`config.mk`:
```
export PLATFORM = sky130hd
export DESIGN_NAME = div_req_sequencer_flat
export DESIGN_NICKNAME = d
export VERILOG_FILES = /design/src/rtl/div_req_sequencer_pkg.sv /design/src/rtl/div_req_sequencer_if.sv /design/src/rtl/div_req_sequencer_fifo.sv /design/src/rtl/div_req_sequencer.sv /design/src/flat_wrapper.sv
export SDC_FILE = /design/constraint.sdc
export NUM_CORES = 1
export LEC_CHECK = 0
export ABC_CLOCK_PERIOD_IN_PS = 3000
export CAP_MARGIN = 20
export CORE_AREA = 3 3 67 69
export DETAILED_ROUTE_END_ITERATION = 7
export DIE_AREA = 0 0 70 72
export DONT_BUFFER_PORTS = 1
export GPL_TIMING_DRIVEN = 0
export MAX_ROUTING_LAYER = met4
export PLACE_DENSITY = 0.64
export REMOVE_ABC_BUFFERS = 1
export SETUP_SLACK_MARGIN = 0.3
export SLEW_MARGIN = 20
export SYNTH_ARGS = -nofsm -noshare
export SYNTH_HDL_FRONTEND = slang
export SYNTH_SLANG_ARGS = --single-unit
```
`constraint.sdc`:
```
create_clock -name clk -period 3 [get_ports clk]
set_input_delay 0.3 -clock clk [delete_from_list [all_inputs] [get_ports clk]]
set_output_delay 0.3 -clock clk [all_outputs]
set_load 0.02 [all_outputs]
```
`src/rtl/div_req_sequencer_pkg.sv`:
```
// div_req_sequencer_pkg: shared widths, FSM states and the divide-by-zero quotient
package div_req_sequencer_pkg;
  localparam int DEF_WIDTH = 3;
  localparam int DEF_DEPTH = 4;
  typedef enum logic [1:0] {
    S_IDLE    = 2'd0,
    S_COMPUTE = 2'd1,
    S_HOLD    = 2'd2
  } state_e;
  // sliced to WIDTH by users; divide-by-zero quotient is all ones
  localparam logic [63:0] DBZ_QUOT = '1;
endpackage

```
`src/rtl/div_req_sequencer_if.sv`:
```
// div_req_sequencer_if: request, divider and response signals of the issue stage
interface div_req_sequencer_if
  import div_req_sequencer_pkg::*;
#(
  parameter int WIDTH = DEF_WIDTH,
  parameter int DEPTH = DEF_DEPTH
);
  logic                   in_valid;
  logic                   in_ready;
  logic [WIDTH-1:0]       in_dividend;
  logic [WIDTH-1:0]       in_divisor;
  logic [WIDTH-1:0]       div_dividend;
  logic [WIDTH-1:0]       div_divisor;
  logic [WIDTH-1:0]       div_result;
  logic [WIDTH-1:0]       div_remainder;
  logic                   out_valid;
  logic                   out_ready;
  logic [WIDTH-1:0]       out_quotient;
  logic [WIDTH-1:0]       out_remainder;
  logic                   out_dbz;
  logic [$clog2(DEPTH):0] fifo_count;
  modport master (
    input  in_valid, in_dividend, in_divisor, div_result, div_remainder, out_ready,
    output in_ready, div_dividend, div_divisor, out_valid, out_quotient, out_remainder,
           out_dbz, fifo_count
  );
  modport slave (
    output in_valid, in_dividend, in_divisor, div_result, div_remainder, out_ready,
    input  in_ready, div_dividend, div_divisor, out_valid, out_quotient, out_remainder,
           out_dbz, fifo_count
  );
endinterface

```
`src/rtl/div_req_sequencer_fifo.sv`:
```
// div_req_fifo: request queue; pushes when full and pops when empty are ignored
module div_req_fifo #(
  parameter int DW    = 6,
  parameter int DEPTH = 4
) (
  input  logic                   clk,
  input  logic                   rst_n,
  input  logic                   push_i,
  input  logic                   pop_i,
  input  logic [DW-1:0]          din_i,
  output logic [DW-1:0]          dout_o,
  output logic                   full_o,
  output logic                   empty_o,
  output logic [$clog2(DEPTH):0] count_o
);
  localparam int AW = $clog2(DEPTH);
  localparam int CW = AW + 1;
  logic [DW-1:0] mem_q [DEPTH];
  logic [AW-1:0] wr_ptr_q, rd_ptr_q;
  logic [CW-1:0] count_q;
  logic do_push, do_pop;
  assign full_o  = count_q == CW'(DEPTH);
  assign empty_o = count_q == '0;
  assign do_push = push_i && !full_o;
  assign do_pop  = pop_i && !empty_o;
  assign dout_o  = mem_q[rd_ptr_q];
  assign count_o = count_q;
  always_ff @(posedge clk)
    if (do_push) mem_q[wr_ptr_q] <= din_i;
  always_ff @(posedge clk or negedge rst_n)
    if (!rst_n) begin
      wr_ptr_q <= '0;
      rd_ptr_q <= '0;
      count_q  <= '0;
    end else begin
      if (do_push) wr_ptr_q <= wr_ptr_q + AW'(1);
      if (do_pop) rd_ptr_q <= rd_ptr_q + AW'(1);
      count_q <= count_q + CW'(do_push) - CW'(do_pop);
    end
endmodule

```
`src/rtl/div_req_sequencer.sv`:
```
// div_req_sequencer: queues operand pairs, drives an external divider one pair at a time
// and returns registered quotient/remainder, resolving divide-by-zero locally
module div_req_sequencer
  import div_req_sequencer_pkg::*;
#(
  parameter int WIDTH = DEF_WIDTH,
  parameter int DEPTH = DEF_DEPTH
) (
  input logic                clk,
  input logic                rst_n,
  div_req_sequencer_if.master bus_io
);
  state_e state_q, state_d;
  logic [WIDTH-1:0] opa_q, opa_d, opb_q, opb_d, quot_q, quot_d, rem_q, rem_d;
  logic valid_q, valid_d, dbz_q, dbz_d;
  logic push, pop, full, empty;
  logic [2*WIDTH-1:0] head;
  div_req_fifo #(.DW(2*WIDTH), .DEPTH(DEPTH)) u_fifo (
    .clk    (clk),
    .rst_n  (rst_n),
    .push_i (push),
    .pop_i  (pop),
    .din_i  ({bus_io.in_dividend, bus_io.in_divisor}),
    .dout_o (head),
    .full_o (full),
    .empty_o(empty),
    .count_o(bus_io.fifo_count)
  );
  assign push = bus_io.in_valid && !full;
  always_comb begin
    state_d = state_q;
    pop     = 1'b0;
    valid_d = valid_q;
    quot_d  = quot_q;
    rem_d   = rem_q;
    dbz_d   = dbz_q;
    case (state_q)
      S_IDLE: begin
        pop     = !empty;
        state_d = empty ? S_IDLE : S_COMPUTE;
      end
      S_COMPUTE: begin
        state_d = S_HOLD;
        valid_d = 1'b1;
        dbz_d   = opb_q == '0;
        quot_d  = dbz_d ? DBZ_QUOT[WIDTH-1:0] : bus_io.div_result;
        rem_d   = dbz_d ? opa_q : bus_io.div_remainder;
      end
      S_HOLD:
        if (bus_io.out_ready) begin
          valid_d = 1'b0;
          pop     = !empty;
          state_d = empty ? S_IDLE : S_COMPUTE;
        end
      default: state_d = S_IDLE;
    endcase
    // operands only move on a pop so the divider sees them steady until the next pop
    opa_d = pop ? head[2*WIDTH-1:WIDTH] : opa_q;
    opb_d = pop ? head[WIDTH-1:0] : opb_q;
  end
  always_ff @(posedge clk or negedge rst_n)
    if (!rst_n) begin
      state_q <= S_IDLE;
      opa_q   <= '0;
      opb_q   <= '0;
      quot_q  <= '0;
      rem_q   <= '0;
      valid_q <= 1'b0;
      dbz_q   <= 1'b0;
    end else begin
      state_q <= state_d;
      opa_q   <= opa_d;
      opb_q   <= opb_d;
      quot_q  <= quot_d;
      rem_q   <= rem_d;
      valid_q <= valid_d;
      dbz_q   <= dbz_d;
    end
  assign bus_io.in_ready      = !full;
  assign bus_io.div_dividend  = opa_q;
  assign bus_io.div_divisor   = opb_q;
  assign bus_io.out_valid     = valid_q;
  assign bus_io.out_quotient  = quot_q;
  assign bus_io.out_remainder = rem_q;
  assign bus_io.out_dbz       = dbz_q;
endmodule

```
`src/flat_wrapper.sv`:
```
// flat-port wrapper written by rule: the top's interface ports become plain ports
module div_req_sequencer_flat import div_req_sequencer_pkg::*;
#(
  parameter int WIDTH = DEF_WIDTH,
  parameter int DEPTH = DEF_DEPTH
)
  (clk, rst_n, bus_io_in_valid, bus_io_in_dividend, bus_io_in_divisor, bus_io_div_result, bus_io_div_remainder, bus_io_out_ready, bus_io_in_ready, bus_io_div_dividend, bus_io_div_divisor, bus_io_out_valid, bus_io_out_quotient, bus_io_out_remainder, bus_io_out_dbz, bus_io_fifo_count);
  div_req_sequencer_if #(.WIDTH(WIDTH), .DEPTH(DEPTH)) bus_io_i ();
  input logic clk;
  input logic rst_n;
  input wire logic [$bits(bus_io_i.in_valid)-1:0] bus_io_in_valid;
  input wire logic [$bits(bus_io_i.in_dividend)-1:0] bus_io_in_dividend;
  input wire logic [$bits(bus_io_i.in_divisor)-1:0] bus_io_in_divisor;
  input wire logic [$bits(bus_io_i.div_result)-1:0] bus_io_div_result;
  input wire logic [$bits(bus_io_i.div_remainder)-1:0] bus_io_div_remainder;
  input wire logic [$bits(bus_io_i.out_ready)-1:0] bus_io_out_ready;
  output wire logic [$bits(bus_io_i.in_ready)-1:0] bus_io_in_ready;
  output wire logic [$bits(bus_io_i.div_dividend)-1:0] bus_io_div_dividend;
  output wire logic [$bits(bus_io_i.div_divisor)-1:0] bus_io_div_divisor;
  output wire logic [$bits(bus_io_i.out_valid)-1:0] bus_io_out_valid;
  output wire logic [$bits(bus_io_i.out_quotient)-1:0] bus_io_out_quotient;
  output wire logic [$bits(bus_io_i.out_remainder)-1:0] bus_io_out_remainder;
  output wire logic [$bits(bus_io_i.out_dbz)-1:0] bus_io_out_dbz;
  output wire logic [$bits(bus_io_i.fifo_count)-1:0] bus_io_fifo_count;
  assign bus_io_i.in_valid = bus_io_in_valid;
  assign bus_io_i.in_dividend = bus_io_in_dividend;
  assign bus_io_i.in_divisor = bus_io_in_divisor;
  assign bus_io_i.div_result = bus_io_div_result;
  assign bus_io_i.div_remainder = bus_io_div_remainder;
  assign bus_io_i.out_ready = bus_io_out_ready;
  assign bus_io_in_ready = bus_io_i.in_ready;
  assign bus_io_div_dividend = bus_io_i.div_dividend;
  assign bus_io_div_divisor = bus_io_i.div_divisor;
  assign bus_io_out_valid = bus_io_i.out_valid;
  assign bus_io_out_quotient = bus_io_i.out_quotient;
  assign bus_io_out_remainder = bus_io_i.out_remainder;
  assign bus_io_out_dbz = bus_io_i.out_dbz;
  assign bus_io_fifo_count = bus_io_i.fifo_count;
  div_req_sequencer #(.WIDTH(WIDTH), .DEPTH(DEPTH)) u_core (.clk(clk), .rst_n(rst_n), .bus_io(bus_io_i));
endmodule
```
## Word-level counts from Yosys, hierarchy flattened

Memories as Yosys holds them, arrays and structs flattened. A register that Yosys moved wholly into a read port is not among the register bits.
Index checks and enable logic that the tools add are counted.

| word-level totals | value |
|---|---|
| flip-flop bits (word level) | 17 |
| latch bits | 0 |
| memory bits (writable) | 24 |
| bits in read-only memories | 0 |
| input port bits | 16 |
| logic and storage cells | 39 |
| memories | 1 |

| operators by class | value |
|---|---|
| add/sub/neg operators | 4 |
| multiply operators | 0 |
| div/mod/pow operators | 0 |
| order comparisons | 0 |
| equality and inequality tests | 4 |
| shift operators | 0 |
| multiplexer cells | 11 |
| bitwise logic cells | 0 |
| reductions and logical operators | 11 |

Memories:

| memory | depth | bits a word | rd ports | clocked after memory_dff | wr ports | RTL line | text |
|---|---|---|---|---|---|---|---|
| u_core.u_fifo.mem_q | 4 | 6 | 1 | 1 | 1 | div_req_sequencer_fifo.sv:18 | `logic [DW-1:0] mem_q [DEPTH];` |

Operators with widths:

| kind | count |
|---|---|
| $logic_not 3->1 | 2 |
| $mux 3 | 2 |
| $pmux 2 s3 | 1 |
| $mux 1 | 5 |
| $add 2x1->2 const B | 2 |
| $pmux 1 s2 | 2 |
| $add 3x1->3 | 1 |
| $eq 3x3->1 const B | 1 |
| $logic_and 1x1->1 | 3 |
| $logic_not 1->1 | 3 |
| $sub 3x1->3 | 1 |
| $eq 2x1->1 const B | 1 |
| $eq 2x2->1 const B | 1 |
| $logic_not 2->1 | 1 |
| $mux 2 | 1 |
| $ne 2x2->1 const B | 1 |
| $reduce_and 2->1 | 1 |
| $reduce_bool 2->1 | 1 |

## Logic depth before layout (Yosys ltp)

| depth | value |
|---|---|
| depth after elaboration | 6 |
| depth in mapped cells | 10 |
| mapped depth without buffers | 10 |

## By module

From an unflattened synthesis, not the netlist that was laid out.

| second synthesis, totals | value |
|---|---|
| cells, all modules | 133 |
| area total of the unflattened synthesis | 1995.7 µm² |

Modules (own cells, without submodules):

| module | times used | cells each | area an instance (µm²) |
|---|---|---|---|
| div_req_fifo | 1 | 73 | 1333.8 |
| div_req_sequencer | 1 | 60 | 661.9 |

## Worst setup path after synthesis

No wires, ideal clock.

| path | value |
|---|---|
| kind | reg2reg |
| from | register u_core.u_fifo.count_q[1], in the netlist u_core.u_fifo.count_o[1] |
| to | register u_core.u_fifo.count_q[2], in the netlist u_core.u_fifo.count_o[2] |
| library setup time | 130 ps |
| arrival time | 2274 ps |
| required time | 2870 ps |
| slack | 596 ps |
| cell stages (with the launch flop) | 11 |
| buffers on the path | 0 |
| path through | dfrtp_1 -> or3b_4 -> and2_4 -> inv_1 -> ha_1 -> inv_1 -> ha_1 -> inv_1 -> fa_1 -> xnor2_1 -> xnor2_1 |

| on the way | value |
|---|---|
| cells in the longest elaborated chain, start to end | 6 |

Ends and longest elaborated chain:

| what | RTL line | text |
|---|---|---|
| from (decl) | div_req_sequencer_fifo.sv:20 | `logic [CW-1:0] count_q;` |
| from (signal assigned) | div_req_sequencer_fifo.sv:38 | `count_q <= count_q + CW'(do_push) - CW'(do_pop);` |
| $eq 3x3->1 * | div_req_sequencer_fifo.sv:22 | `assign full_o = count_q == CW'(DEPTH);` |
| $logic_not 1->1 * | n/a |  |
| named net bus_io_in_ready | flat_wrapper.sv:17 | `output wire logic [$bits(bus_io_i.in_ready)-1:0] bus_io_in_ready;` |
| $logic_and 1x1->1 | div_req_sequencer.sv:29 | `assign push = bus_io.in_valid && !full;` |
| $logic_and 1x1->1 * | div_req_sequencer_fifo.sv:24 | `assign do_push = push_i && !full_o;` |
| $add 3x1->3 * | div_req_sequencer_fifo.sv:38 |  |
| $sub 3x1->3 * | div_req_sequencer_fifo.sv:38 |  |

The timed path passes the listed nets; every way through them passes the cells marked *.
A chain may end at the register's enable or synchronous reset.

## Worst setup path in the final report

Same ends and word-level chain as after synthesis.

==> flow_summary.ini <==
[clocking]
clock_sinks = 47
root_buffer = clkbuf_8
clk_pin_slew_ps = 80
cts.path.max_buffers = 2
clk_latency_ps = 280
cts_made_buffers = 5
cts_tree = yes
htree_num_levels = 2
cts_resized = 0
cts_setup_buffers = 0

[power_and_ir_drop]
cellLeakagePower_nw = 0.808
p_seq_share_pct = 55.8
ir_drop_mv = 0.415
switching_power_uw = 833
switching_share_pct = 36.7
fin_total_pwr_mw = 2.27
p_per_area_nw_per_um2 = 1100
pwr-share-comb_pct = 28.8
intPower_mw = 1.44
p_clk_share_pct = 15.4

[timing]
clock_skew_ps = 6.00
hold_viol_final = 23
slew_headroom_pct = 66.0
worst_slack_ps = 490
fmax_mhz = 398
hold_ws_ps = -24.6
finalMaxSlewViolations = 0
min_period_over_period_pct = 83.7
setup_violations = 0
worst-slew-pin-transition_ps = 507
finalSetupTns_ps = 0
fin_crit_ps = 2510
rsz0062_at_grt = no

[run]
cap_violations = 0

[drt]
ant_nets = 0
drcViolationCount = 0
first_pass_iters = 3
wl_per_cell_um = 16.9
via_per_inst = 5.39
num_vias = 943
drt_iter0_markers = 26
wl_mm = 2.95

[synthesis]
synth_area_sq_um = 1930
synth_warnings = 0
avgSynthCellArea_sq_um = 16.2
ys_seq_area_share_pct = 67.2
netlist_instances = 119
yosys_register_bits = 47
synth.distinct_cells = 27

[die]
die_width_um = 70
die_y_um = 72
die_area_sq_um = 5040
start_util_pct = 48.6
core-area_sq_um = 3970
pin_count = 34
rows = 23

[final_layout]
layout-drive-gt1-share_pct = 23.2
layout.cells.most_common = edfxtp_1
nets = 147
final_cell_mix = edfxtp_1 (24), dfrtp_1 (23)
syn2layout_area_growth_pct = 7.07
diodes = 0
fin_cells = 175

[worst_setup_path]
cp-end-kind = flip-flop
crit_fanout = 6
max_stage_delay_ps = 520
critPathSlowestCell = dfrtp_1
cp.arrival_ps = 2680
start_kind = flip-flop
path_common_cell = inv_1
path_cells = or3b_4, and2_4, inv_1, ha_1, inv_1, ha_1, inv_1, fa_1, xnor2_1, xnor2_1
path_class = reg2reg
critPathRequiredTime_ps = 3170

[placed_design]
routabilityCongestion = 0.762
dpl.cell_count = 166
hpwl_mm = 2.19
io_buffers = 0
post-place-ws_ps = 481

[worst_hold_path]
min_path_type = in2async

[global_route]
antenna_found_initial = 0
grt_pass1_vias = 1068
grt.met1_usage_pct = 15.2
grt.busiest_layer = met2
grt.met2_usage_pct = 23.7
gr-total-overflow = 0
grt_usage_pct = 13.8
met3_usage_pct = 5.12
grt_max_degree = 24
grt_pass1_wl_mm = 5.14

[status]
outcome = complete, but fails checks
failed_checks = negative hold slack
## through the flow
| stage | cell area (sq um) | utilization, % |
|---|---|---|
| floorplan | 1920 | - |
| global placement | 1980 | 49.8 |
| detailed placement | 1980 | 49.8 |
| CTS | 2070 | 52.1 |
| global route | 2070 | 52.0 |
| finish | 2070 | 52.0 |
## per-layer routing
layer,vias to the layer above,routed length [um]
met5,-,0
met4,0,19
met3,4,226
met2,29,1470
met1,471,1230
li1,439,-
## sequential cells by signal, indices dropped and copies added (netlist names), 3 cells and up
signal                       flops
u_core.bus_io.out_remainder      3
u_core.u_fifo.count_o            3
u_core.bus_io.div_divisor        3
u_core.bus_io.div_dividend       3
u_core.bus_io.out_quotient       3
u_core.u_fifo.mem_q             24
## Yosys cell counts
library cell	n	share of area [%]
and2_4	1	0.45
buf_2	1	0.26
nor3_2	1	0.52
mux4_2	6	7.0
clkbuf_1	1	0.19
mux2_4	1	0.78
nand2_1	7	1.4
fa_1	1	1.0
and3_2	4	1.6
inv_1	7	1.4
xnor2_1	3	1.4
nor4b_1	1	0.45
nor2_1	3	0.58
dfrtp_1	23	30
o21ai_0	7	1.8
nor2b_1	1	0.32
edfxtp_1	24	37
ha_1	6	3.9
mux2i_1	3	1.6
or3b_4	1	0.58
buf_1	1	0.19
mux2_2	7	4.1
a21oi_1	2	0.52
nor3_1	2	0.52
nand2b_1	2	0.65
xor2_1	2	0.91
nor3_4	1	0.84
## critical path: cells and delay by family, from the launching register on
family	cells	cell delay (ps)
xor+xnor	2	270
flops	1	520
fa+ha+maj	3	710
simple gates	2	730
buf+inv	3	150
## final timing paths
| path | start | end | slack [ps] | depth (start not counted) |
|---|---|---|---|---|
| setup reg to reg | u_core.u_fifo.count_o[1] | u_core.u_fifo.count_o[2] | 490 | 10 |
| hold / removal | rst_n | u_core.bus_io.out_quotient[0] | -20 | 1 |
| hold reg to reg | u_core.state_q[1] | u_core.bus_io.out_valid | 530 | 1 |
| min in group clk | bus_io_in_dividend[1] | u_core.u_fifo.mem_q[2][4] | 110 | 0 |
| setup / recovery | u_core.u_fifo.count_o[1] | u_core.u_fifo.count_o[2] | 490 | 10 |
| max in group asynchronous | rst_n | u_core.u_fifo.count_o[0] | 2680 | 1 |
## area by class of cell
cell class	instances	area, sq um
inverter	7	26.3
timing repair buffer	1	5.00
multi-input combinational	62	594
tap	50	62.6
sequential	47	1300
clock inverter	1	5.00
fill	343	1910
clock buffer	7	76.3
## kinds of logic (layout without fill, tap and decap cells)
group	Yosys count	in the layout	share of synthesized area, %
adders and majority gates	7	7	4.93
buffers and inverters	10	16	2.01
muxes	17	17	13.4
DFF	47	47	67.2
and+or+nand+nor	24	24	7.85
xor gates and xnor gates	5	5	2.27
AOI/OAI and AO/OA	9	9	2.33
## what timing repair did
action                     in CTS  in global routing
hold endpoints to repair       23                  0
setup endpoints to repair       0                  0
hold buffers                    1                  0
## power groups by stage
stage | clock (mW) | sequential (mW) | combinational [mW]
detailed placement | 0 | 1.29 | 0.669
global route | 0.399 | 1.31 | 0.762
finish | 0.350 | 1.27 | 0.654
global placement | 0 | 1.28 | 0.626
CTS | 0.363 | 1.27 | 0.676
floorplan | 0 | 1.23 | 0.557
Power figures use the tool's default switching activity.
